--- config.mk ---
export PLATFORM = sky130hd
export DESIGN_NAME = qif_neuron_array_flat
export DESIGN_NICKNAME = d
export VERILOG_FILES = /design/src/rtl/qif_pkg.sv /design/src/rtl/qif_neuron_array_if.sv /design/src/rtl/qif_step.sv /design/src/rtl/qif_neuron_array.sv /design/src/flat_wrapper.sv
export SDC_FILE = /design/constraint.sdc
export NUM_CORES = 1
export LEC_CHECK = 0
export BUFFER_PORTS_ARGS = -buffer_cell sky130_fd_sc_hd__buf_4
export CORE_UTILIZATION = 58
export CTS_CLUSTER_DIAMETER = 30
export DETAILED_ROUTE_END_ITERATION = 10
export PLACE_DENSITY = 0.8
export SLEW_MARGIN = 25
export SYNTH_ARGS = -nofsm -noshare
export SYNTH_HDL_FRONTEND = slang
export SYNTH_SLANG_ARGS = --single-unit
--- constraint.sdc ---
create_clock -name clk -period 8.65 [get_ports clk]
set_input_delay 0.865 -clock clk [delete_from_list [all_inputs] [get_ports clk]]
set_output_delay 0.865 -clock clk [all_outputs]
set_load 0.005 [all_outputs]
--- src/rtl/qif_pkg.sv ---
// rtl/qif_pkg.sv - shared defaults and saturation helper for the QIF neuron array
package qif_pkg;

    localparam int V_RESET_DEF = -20;
    localparam int V_PEAK_DEF  = 50;
    localparam int FRAC_DEF    = 3;
    localparam int B_SHIFT_DEF = 2;

    // Clamp a wide signed value into the range of a width-bit two's complement number.
    function automatic logic signed [63:0] sat_signed(input logic signed [63:0] value,
                                                      input int width);
        logic signed [63:0] hi;
        logic signed [63:0] lo;
        hi = (64'sd1 <<< (width - 1)) - 64'sd1;
        lo = -(64'sd1 <<< (width - 1));
        if (value > hi)
            return hi;
        else if (value < lo)
            return lo;
        else
            return value;
    endfunction

endpackage

--- src/rtl/qif_neuron_array_if.sv ---
// rtl/qif_neuron_array_if.sv - update request / result bundle of the QIF neuron array
interface qif_neuron_array_if #(
    parameter int WIDTH = 8,
    parameter int CW    = 2
);
    logic                    in_valid;
    logic                    in_ready;
    logic [CW-1:0]           in_ch;
    logic signed [WIDTH-1:0] in_b;
    logic                    out_valid;
    logic [CW-1:0]           out_ch;
    logic signed [WIDTH-1:0] out_v;
    logic                    out_spike;
    logic                    out_err;

    modport master (
        output in_valid, in_ch, in_b,
        input  in_ready, out_valid, out_ch, out_v, out_spike, out_err
    );

    modport slave (
        input  in_valid, in_ch, in_b,
        output in_ready, out_valid, out_ch, out_v, out_spike, out_err
    );
endinterface

--- src/rtl/qif_step.sv ---
// rtl/qif_step.sv - combinational QIF step: saturating update, spike detect, refractory hold
module qif_step
    import qif_pkg::*;
#(
    parameter int WIDTH   = 8,
    parameter int FRAC    = FRAC_DEF,
    parameter int B_SHIFT = B_SHIFT_DEF,
    parameter int V_RESET = V_RESET_DEF,
    parameter int V_PEAK  = V_PEAK_DEF,
    parameter int REFRAC  = 2,
    parameter int RW      = 2
) (
    input  logic signed [WIDTH-1:0] v,
    input  logic signed [WIDTH-1:0] b,
    input  logic [RW-1:0]           refrac_cnt,
    output logic signed [WIDTH-1:0] v_next,
    output logic                    spike,
    output logic [RW-1:0]           refrac_next
);
    localparam int DW = 3 * WIDTH + 1;
    localparam int SW = DW + 1;
    localparam logic signed [WIDTH-1:0] VR = WIDTH'(V_RESET);
    localparam logic signed [WIDTH-1:0] VP = WIDTH'(V_PEAK);

    logic signed [WIDTH-1:0]   s;
    logic signed [WIDTH-1:0]   bs;
    logic signed [2*WIDTH-1:0] s_ext;
    logic [2*WIDTH-1:0]        q;
    logic signed [DW-1:0]      q_ext;
    logic signed [DW-1:0]      b_ext;
    logic signed [DW-1:0]      d;
    logic signed [SW-1:0]      sum;
    logic signed [63:0]        sat;
    logic signed [WIDTH-1:0]   v_sat;

    assign s     = v >>> FRAC;
    assign bs    = b >>> B_SHIFT;
    assign s_ext = {{WIDTH{s[WIDTH-1]}}, s};
    // The square of the most negative s still fits in 2*WIDTH bits as an unsigned value.
    assign q     = $unsigned(s_ext * s_ext);
    assign q_ext = {{(DW - 2*WIDTH){1'b0}}, q};
    assign b_ext = {{(DW - WIDTH){bs[WIDTH-1]}}, bs};
    assign d     = q_ext * b_ext;
    assign sum   = {d[DW-1], d} + {{(SW - WIDTH){v[WIDTH-1]}}, v};
    assign sat   = sat_signed(64'(sum), WIDTH);
    assign v_sat = sat[WIDTH-1:0];

    always_comb begin
        v_next      = v_sat;
        spike       = 1'b0;
        refrac_next = refrac_cnt;
        if (refrac_cnt != '0) begin
            v_next      = VR;
            refrac_next = refrac_cnt - RW'(1);
        end else if (v_sat >= VP) begin
            v_next      = VR;
            spike       = 1'b1;
            refrac_next = RW'(REFRAC);
        end
    end
endmodule

--- src/rtl/qif_neuron_array.sv ---
// rtl/qif_neuron_array.sv - time-multiplexed QIF neuron array with spike counter and bulk clear
module qif_neuron_array
    import qif_pkg::*;
#(
    parameter int WIDTH    = 8,
    parameter int CHANNELS = 4,
    parameter int FRAC     = FRAC_DEF,
    parameter int B_SHIFT  = B_SHIFT_DEF,
    parameter int V_RESET  = V_RESET_DEF,
    parameter int V_PEAK   = V_PEAK_DEF,
    parameter int REFRAC   = 2,
    parameter int CNT_W    = 16,
    parameter int CW       = (CHANNELS > 1) ? $clog2(CHANNELS) : 1
) (
    input  logic               clk,
    input  logic               rst_n,
    input  logic               clear,
    qif_neuron_array_if.slave  bus,
    output logic [CNT_W-1:0]   spike_count
);
    localparam int RW = (REFRAC > 0) ? $clog2(REFRAC + 1) : 1;
    localparam logic signed [WIDTH-1:0] VR = WIDTH'(V_RESET);

    logic signed [WIDTH-1:0] v_mem  [CHANNELS];
    logic [RW-1:0]           rc_mem [CHANNELS];

    logic                    accept;
    logic                    ch_ok;
    logic [CW-1:0]           idx;
    logic signed [WIDTH-1:0] v_next;
    logic                    spike;
    logic [RW-1:0]           refrac_next;

    // rst_n is an active-high reset despite its name.
    assign bus.in_ready = ~rst_n & ~clear;
    assign accept       = bus.in_valid & bus.in_ready;
    assign ch_ok        = (int'(bus.in_ch) < CHANNELS);
    assign idx          = ch_ok ? bus.in_ch : '0;

    qif_step #(
        .WIDTH   (WIDTH),
        .FRAC    (FRAC),
        .B_SHIFT (B_SHIFT),
        .V_RESET (V_RESET),
        .V_PEAK  (V_PEAK),
        .REFRAC  (REFRAC),
        .RW      (RW)
    ) u_step (
        .v           (v_mem[idx]),
        .b           (bus.in_b),
        .refrac_cnt  (rc_mem[idx]),
        .v_next      (v_next),
        .spike       (spike),
        .refrac_next (refrac_next)
    );

    always_ff @(posedge clk or posedge rst_n) begin
        if (rst_n) begin
            for (int i = 0; i < CHANNELS; i++) begin
                v_mem[i]  <= VR;
                rc_mem[i] <= '0;
            end
            spike_count   <= '0;
            bus.out_valid <= 1'b0;
            bus.out_spike <= 1'b0;
            bus.out_err   <= 1'b0;
            bus.out_ch    <= '0;
            bus.out_v     <= VR;
        end else if (clear) begin
            for (int i = 0; i < CHANNELS; i++) begin
                v_mem[i]  <= VR;
                rc_mem[i] <= '0;
            end
            spike_count   <= '0;
            bus.out_valid <= 1'b0;
            bus.out_spike <= 1'b0;
            bus.out_err   <= 1'b0;
        end else begin
            bus.out_valid <= accept;
            bus.out_spike <= 1'b0;
            bus.out_err   <= 1'b0;
            if (accept) begin
                bus.out_ch <= bus.in_ch;
                if (ch_ok) begin
                    v_mem[idx]    <= v_next;
                    rc_mem[idx]   <= refrac_next;
                    bus.out_v     <= v_next;
                    bus.out_spike <= spike;
                    if (spike && spike_count != '1)
                        spike_count <= spike_count + CNT_W'(1);
                end else begin
                    bus.out_v   <= VR;
                    bus.out_err <= 1'b1;
                end
            end
        end
    end
endmodule
--- src/flat_wrapper.sv ---
// flat-port wrapper written by rule: the top's interface ports become plain ports
module qif_neuron_array_flat import qif_pkg::*;
#(
    parameter int WIDTH    = 8,
    parameter int CHANNELS = 4,
    parameter int FRAC     = FRAC_DEF,
    parameter int B_SHIFT  = B_SHIFT_DEF,
    parameter int V_RESET  = V_RESET_DEF,
    parameter int V_PEAK   = V_PEAK_DEF,
    parameter int REFRAC   = 2,
    parameter int CNT_W    = 16,
    parameter int CW       = (CHANNELS > 1) ? $clog2(CHANNELS) : 1
)
  (clk, rst_n, clear, spike_count, bus_in_valid, bus_in_ch, bus_in_b, bus_in_ready, bus_out_valid, bus_out_ch, bus_out_v, bus_out_spike, bus_out_err);
  qif_neuron_array_if #(.WIDTH(WIDTH), .CW(CW)) bus_i ();
  input  logic clk;
  input  logic rst_n;
  input  logic clear;
  output logic [CNT_W-1:0] spike_count;
  input wire logic [$bits(bus_i.in_valid)-1:0] bus_in_valid;
  input wire logic [$bits(bus_i.in_ch)-1:0] bus_in_ch;
  input wire logic [$bits(bus_i.in_b)-1:0] bus_in_b;
  output wire logic [$bits(bus_i.in_ready)-1:0] bus_in_ready;
  output wire logic [$bits(bus_i.out_valid)-1:0] bus_out_valid;
  output wire logic [$bits(bus_i.out_ch)-1:0] bus_out_ch;
  output wire logic [$bits(bus_i.out_v)-1:0] bus_out_v;
  output wire logic [$bits(bus_i.out_spike)-1:0] bus_out_spike;
  output wire logic [$bits(bus_i.out_err)-1:0] bus_out_err;
  assign bus_i.in_valid = bus_in_valid;
  assign bus_i.in_ch = bus_in_ch;
  assign bus_i.in_b = bus_in_b;
  assign bus_in_ready = bus_i.in_ready;
  assign bus_out_valid = bus_i.out_valid;
  assign bus_out_ch = bus_i.out_ch;
  assign bus_out_v = bus_i.out_v;
  assign bus_out_spike = bus_i.out_spike;
  assign bus_out_err = bus_i.out_err;
  qif_neuron_array #(.WIDTH(WIDTH), .CHANNELS(CHANNELS), .FRAC(FRAC), .B_SHIFT(B_SHIFT), .V_RESET(V_RESET), .V_PEAK(V_PEAK), .REFRAC(REFRAC), .CNT_W(CNT_W), .CW(CW)) u_core (.clk(clk), .rst_n(rst_n), .clear(clear), .bus(bus_i), .spike_count(spike_count));
endmodule
======== After elaboration in Yosys (flattened, before gate mapping) ========
Index checks and enable logic that the tools add are counted.
storage, ports and cells
  flip-flop bits (word level) ............. 68
  bits of input ports ..................... 14
  output and inout bits ................... 30
  logic and storage cells ................. 66
operators by class
  add/subtract/negate cells ............... 3
  multipliers ............................. 2
  order comparisons ....................... 5
  equality and inequality tests ........... 1
  muxes and demuxes ....................... 30
  bitwise logic cells ..................... 5
  reductions and logical operators ........ 7
operator list
  operator                                                         number
  2-to-1 mux 8 bit                                                 9
  2-to-1 mux 32 bit                                                2
  2-to-1 mux 16 bit                                                3
  bitwise mux 32 bit                                               1
  adder 23 x 8 -> 24 bit                                           1
  greater-than comparator 24 x 8 -> 1 bit (second input constant)  1
  < comparator 24 x 8 -> 1 bit (second input constant)             1
  multiplier 17 x 6 -> 23 bit                                      1
  adder 16 x 1 -> 16 bit (second input constant)                   1
  binary-select mux 8 bit (select 2 bit)                           1
  demux 8 bit (select 2 bit)                                       1
  != test 16 bit (second input constant)                           1
  multiplier 5 x 5 -> 10 bit                                       1
  2-to-1 mux 2 bit                                                 5
  bitwise mux 8 bit                                                1
  >= comparator 8 x 7 -> 1 bit (second input constant)             1
  nonzero test 2 bit                                               3
  2-to-1 mux 1 bit                                                 5
  binary-select mux 2 bit (select 2 bit)                           1
  demux 2 bit (select 2 bit)                                       1
  AND reduction 2 bit                                              2
  >= comparator 3 bit (second input constant)                      1
  < comparator 3 x 1 -> 1 bit (second input constant)              1
  NOT 2 -> 3 bit                                                   1
  4 further kinds                                                  7

======== Depth between registers and ports, before layout ========
  depth after elaboration ................. 17
  gate-level depth with buffers ........... 39

======== Cells and area by module ========
A second synthesis with hierarchy kept.
unflattened totals
  cell total of the unflattened synthesis .. 866
  area total of the unflattened synthesis .. 7,871.3 µm²
modules (own cells, without submodules)
  module            times used  cells an instance  area an instance (µm²)  sequential area each (µm²)
  qif_step          1           550                4,633.2                 0.0
  qif_neuron_array  1           316                3,238.1                 1,732.9

======== Worst setup path before layout ========
No wires, ideal clock.
  path type ............................... input -> register
  from .................................... input bus_in_ch[0]
  to ...................................... register u_core.spike_count[15]
  library setup time ...................... 0.125 ns
  arrival time ............................ 9.790 ns
  required time ........................... 8.525 ns
  setup slack ............................. -1.265 ns
  cell stages on the path ................. 38
  buffers on the path ..................... 3
  cell sequence ........................... buf_6 -> mux4_2 -> inv_1 -> nor2_1 -> xnor2_1 -> ha_1 -> inv_1 -> fa_1 -> fa_1 -> inv_1 -> fa_1 -> a21oi_1 -> nor2_1 -> nor2_1 -> o21bai_1 -> a21oi_1 -> xnor2_1 -> and2_1 -> [2 not listed] -> inv_1 -> fa_1 -> inv_1 -> fa_1 -> fa_1 -> inv_1 -> ha_1 -> buf_6 -> a21oi_2 -> and2_1 -> or3b_1 -> o221ai_1 -> xnor2_1 -> nor4_4 -> and3_1 -> buf_6 -> a2111oi_2 -> mux2_2
between the ends
  cells in the longest elaborated chain, start to end .. 16
  elaborated cells on any way between the ends .. 21
  those cells by class .................... add/sub: 1; mul: 2; order compare: 3; mux: 10; bitwise: 1; reduce/logical: 4
RTL lines
  item                                                  RTL line                                        RTL
  start, declared                                       flat_wrapper.sv:21                              input wire logic [$bits(bus_i.in_ch)-1:0] bus_in_ch;
  NOT 2 -> 3 bit (implied by the code) *                qif_neuron_array.sv:49, qif_neuron_array.sv:51
  binary-select mux 8 bit (select 2 bit)                qif_neuron_array.sv:49                          .v (v_mem[idx]),
  2-to-1 mux 8 bit (implied by the code) (2 in series)  qif_neuron_array.sv:49
  multiplier 5 x 5 -> 10 bit                            qif_step.sv:40                                  assign q = $unsigned(s_ext * s_ext);
  multiplier 17 x 6 -> 23 bit                           qif_step.sv:43                                  assign d = q_ext * b_ext;
  adder 23 x 8 -> 24 bit                                qif_step.sv:44                                  assign sum = {d[DW-1], d} + {{(SW - WIDTH){v[WIDTH-1]}}, v};
  < comparator 24 x 8 -> 1 bit                          qif_pkg.sv:18                                   else if (value < lo)
  2-to-1 mux 8 bit                                      qif_pkg.sv:18
  2-to-1 mux 8 bit                                      qif_pkg.sv:16                                   if (value > hi)
  >= comparator 8 x 7 -> 1 bit                          qif_step.sv:55                                  end else if (v_sat >= VP) begin
  2-to-1 mux 1 bit                                      qif_step.sv:55
  2-to-1 mux 1 bit *                                    qif_step.sv:52                                  if (refrac_cnt != '0) begin
  logical AND 1 bit *                                   qif_neuron_array.sv:89                          if (spike && spike_count != '1)
  nonzero test 2 bit (no line) *                        n/a
  AND reduction 2 bit (no line) *                       n/a
  end signal, assigned                                  qif_neuron_array.sv:90                          spike_count <= spike_count + CNT_W'(1);
  end, declared                                         qif_neuron_array.sv:19                          output logic [CNT_W-1:0] spike_count
Every way passes the cells marked *; elsewhere a longest branch is shown, timed or not. The select of a mux whose other input is x is not followed.
A chain may end at the register's enable or synchronous reset.

======== Worst setup path after layout ========
  from .................................... input bus_in_ch[0]
  to ...................................... register u_core.v_mem[17] (netlist bit)
between the ends
  cells in the longest elaborated chain, start to end .. 16
  elaborated cells on any way between the ends .. 26
  those cells by class .................... add/sub: 1; mul: 2; order compare: 5; mux: 15; bitwise: 1; reduce/logical: 2
RTL lines
  item                                                  RTL line                                                                RTL
  NOT 2 -> 3 bit (implied by the code) *                qif_neuron_array.sv:49, qif_neuron_array.sv:51, qif_neuron_array.sv:85
  binary-select mux 8 bit (select 2 bit)                qif_neuron_array.sv:49
  2-to-1 mux 8 bit (implied by the code) (2 in series)  qif_neuron_array.sv:49
  multiplier 5 x 5 -> 10 bit                            qif_step.sv:40
  multiplier 17 x 6 -> 23 bit                           qif_step.sv:43
  adder 23 x 8 -> 24 bit                                qif_step.sv:44
  < comparator 24 x 8 -> 1 bit                          qif_pkg.sv:18
  2-to-1 mux 8 bit                                      qif_pkg.sv:18
  2-to-1 mux 8 bit                                      qif_pkg.sv:16
  >= comparator 8 x 7 -> 1 bit                          qif_step.sv:55
  2-to-1 mux 8 bit                                      qif_step.sv:55
  2-to-1 mux 8 bit                                      qif_step.sv:52
  bitwise mux 32 bit *                                  qif_neuron_array.sv:85                                                  v_mem[idx] <= v_next;
  2-to-1 mux 32 bit *                                   qif_neuron_array.sv:82                                                  if (accept) begin
  2-to-1 mux 32 bit *                                   qif_neuron_array.sv:69                                                  end else if (clear) begin
  end signal, assigned by index                         qif_neuron_array.sv:85
  end, declared                                         qif_neuron_array.sv:24                                                  logic signed [WIDTH-1:0] v_mem [CHANNELS];
Marked as above.

==> flow_summary.json <==
{
  "setup_viol": 61,
  "endpoint_kind": "register",
  "avgSynthCellArea_um2": 9.22,
  "timing.hold.ws_ps": 502,
  "num_vias": 7939,
  "ys.flop_type": "dfrtp_1",
  "rsz0062_at_grt": "true",
  "drt-total-wl_um": 26600,
  "max_stage_delay_ps": 550,
  "syn_inst": 893,
  "cts_inserted_buffers": 9,
  "cp.required_ps": 8870,
  "port_buffers": 40,
  "postSynth.asyncResetShare_pct": 100,
  "worst_slew_pin_slew_ps": 895,
  "crit_top_cell": "fa_1",
  "layout.nets": 1231,
  "fin_crit_sh_pct": 109,
  "wl_per_cell_um": 21.1,
  "rows": 43,
  "drive_above_1_share_pct": 39.4,
  "clockBufferDepth": 2,
  "worstSkewPairLatency_ps": 340,
  "antenna_left": 0,
  "clock_skew_ps": 8.26,
  "hp-class": "reg -> reg",
  "synth-edff-count": 0,
  "root_buffer": "clkbuf_16",
  "areaGrowthSynthToFinish_pct": 36.4,
  "cap_violations": 0,
  "ys_seq_elements": 68,
  "slew_headroom_pct": 40.3,
  "instances_no_fill": 1262,
  "cp.arrival_ps": 9680,
  "hpwl_um": 16300,
  "cp_max_fo": 7,
  "drv_slew": 0,
  "grt_pass1_wl_um": 39100,
  "dp_cells": 1215,
  "cts_tree": "yes",
  "placed_area_um2": 9860,
  "setup_ws_ps": -815,
  "final_cell_area_um2": 11200,
  "start_kind": "input pin",
  "grt_overflow": 0,
  "drc_errors": 0,
  "num-fill-cells": 746,
  "num_antenna_cells": 0,
  "clk_pin_slew_worst_paths_ps": 60,
  "gp_congestion": 0.883,
  "io_pins": 44,
  "worstSetupPathType": "in -> reg",
  "start_util_pct": 59.3,
  "die_w_um": 121,
  "synth_area_um2": 8230,
  "drt_pass1_iterations": 6,
  "ys_types": 78,
  "period_minus_slack_ps": 9470,
  "fp.dieH_um": 121,
  "violations": "setup timing",
  "fmax_mhz": 106,
  "drtIter0Drc": 736,
  "cpMaxStageDelayCell": "mux4_2",
  "grt_usage_pct": 34.0,
  "synth_seq_area_share_pct": 21.0,
  "die_area_um2": 14700,
  "core-area_um2": 13900,
  "status": "finished with violations",
  "grt_pass1_vias": 7953,
  "finalHoldViolations": 0,
  "grt_max_degree": 69,
  "cts_htree_levels": 3,
  "antenna_found_initial": 0,
  "drt-vias-per-instance": 6.29,
  "fin_util_pct": 80.9,
  "cts_num_sinks": 68,
  "yosys_warnings": 0
}
-- per-layer routing --
| layer | up-vias | global-route usage [%] | wire, um |
|---|---|---|---|
| met3 | 151 | 5.03 | 1780 |
| met5 | - | 0 | 0 |
| met2 | 459 | 60.3 | 13400 |
| met4 | 0 | 12.7 | 1320 |
| li1 | 3406 | - | - |
| met1 | 3923 | 41.5 | 10100 |
-- worst max-delay path: cells and delay by family --
| kind | cells | cell delay (ps) |
|---|---|---|
| compound gates | 8 | 1480 |
| mux | 1 | 550 |
| fa+ha+maj | 9 | 3900 |
| xor+xnor | 2 | 260 |
| simple gates | 8 | 1200 |
| buf+inv | 13 | 1400 |
-- registers in the layout (all words and copies together) (netlist names) --
name / cells
u_core.bus.out_spike: 1
u_core.bus.out_v: 8
u_core.spike_count: 16
u_core.bus.out_valid: 1
u_core.rc_mem: 8
u_core.bus.out_ch: 2
u_core.v_mem: 32
-- through the flow --
stage          setup WS [ps]  setup TNS, ps
6_report                -815         -40550
4_1_cts                 -471         -24020
3_3_place_gp           -1110         -59800
3_5_place_dp           -1350         -72880
2_1_floorplan           -778         -37080
5_1_grt                -1040         -55560
-- what timing repair did --
| item | 4_1_cts | 5_1_grt |
|---|---|---|
| cloned | 0 | 1 |
| setup endpoints to repair | 61 | 61 |
| pin swaps | 43 | 33 |
| resized for setup | 92 | 68 |
| setup buffers | 18 | 13 |
| hold buffers | 0 | 0 |
-- synthesized netlist by cell type (5+ instances only) --
library cell / instances / area [um2]
or3_1: 6 / 37.5
and2_1: 44 / 275
inv_1: 119 / 447
clkbuf_1: 14 / 52.6
a21o_1: 11 / 82.6
mux2i_1: 6 / 60.1
nand4_1: 10 / 62.6
dfstp_2: 25 / 657
nor2_1: 72 / 270
a21oi_2: 7 / 61.3
nand3b_1: 8 / 60.1
buf_2: 9 / 45.0
xnor2_1: 16 / 140
xor2_1: 6 / 52.6
o211ai_1: 6 / 45.0
fa_1: 75 / 1500
nor3_1: 11 / 55.1
a211oi_1: 9 / 67.6
dfrtp_1: 43 / 1080
nand2_1: 81 / 304
mux4_2: 10 / 225
buf_6: 5 / 56.3
a31oi_1: 19 / 119
mux2_1: 10 / 113
nor2b_1: 19 / 119
nand3_1: 9 / 45.0
a21oi_1: 35 / 175
o31ai_1: 8 / 60.1
nor3b_1: 6 / 45.0
o41ai_1: 8 / 70.1
and3_1: 8 / 50.1
ha_1: 65 / 813
o21bai_1: 5 / 37.5
o21ai_0: 17 / 85.1
nand2b_1: 17 / 106
-- final timing paths --
| check | from | endpoint | slack (ps) | cells past startpoint |
|---|---|---|---|---|
| min reg2reg | u_core.bus.out_v[1] | u_core.bus.out_v[1] | 500 | 2 |
| min in group asynchronous | rst_n | u_core.bus.out_v[0] | 800 | 3 |
| max reg2reg | u_core.v_mem[12] | u_core.v_mem[17] | -540 | 37 |
| min | u_core.bus.out_v[1] | u_core.bus.out_v[1] | 500 | 2 |
| max in group asynchronous | rst_n | u_core.rc_mem[5] | 7300 | 3 |
| max | bus_in_ch[0] | u_core.v_mem[17] | -820 | 41 |
-- area by class of cell --
class	count	area, um2	share of cell area [%]
multi-input cells	671	6760	60.2
clock buffers	10	250	2.23
repair buffers	207	1760	15.7
well taps	180	225	2.01
clock inverters	6	45.0	0.401
flip-flops and latches	68	1730	15.4
inverters	120	459	4.09
-- cells in the final DEF (no fill, tap or decap), types with 8 or more instances in the layout --
| master | synthesis | final |
|---|---|---|
| buf_12 | 1 | 9 |
| dfstp_2 | 25 | 25 |
| xnor2_1 | 16 | 8 |
| mux2_4 | 0 | 11 |
| a21oi_1 | 35 | 19 |
| ha_1 | 65 | 55 |
| buf_4 | 1 | 179 |
| nand4_1 | 10 | 10 |
| inv_2 | 0 | 9 |
| nand2_1 | 81 | 75 |
| a31oi_1 | 19 | 13 |
| dfrtp_1 | 43 | 43 |
| o41ai_2 | 3 | 8 |
| nand3b_1 | 8 | 8 |
| nor2b_1 | 19 | 18 |
| a21oi_2 | 7 | 17 |
| o21ai_0 | 17 | 12 |
| clkbuf_16 | 0 | 11 |
| mux4_2 | 10 | 10 |
| nand3_1 | 9 | 8 |
| fa_1 | 75 | 71 |
| nor2_1 | 72 | 67 |
| ha_4 | 0 | 9 |
| inv_1 | 119 | 107 |
| and2_1 | 44 | 38 |
| a21o_1 | 11 | 11 |
| nand2b_1 | 17 | 16 |
| buf_6 | 5 | 16 |
| a211oi_4 | 0 | 8 |
-- logic make-up (layout without fill, tap and decap cells) --
group,count (synthesis),after routing,synth area share [%]
XOR/XNOR,22,22,2.34
buffers and inverters,155,343,8.05
adder cells (fa/ha/maj),140,140,28.1
AO/OA/AOI/OAI,169,169,15.6
other,1,2,0.0455
AND/OR/NAND/NOR,311,311,19.8
flip-flops,68,68,21.0
multiplexers,27,27,4.97
Power is left out: the tool's default activity adds up to more than one toggle a clock period on the data nets, which glitch-free logic cannot reach.
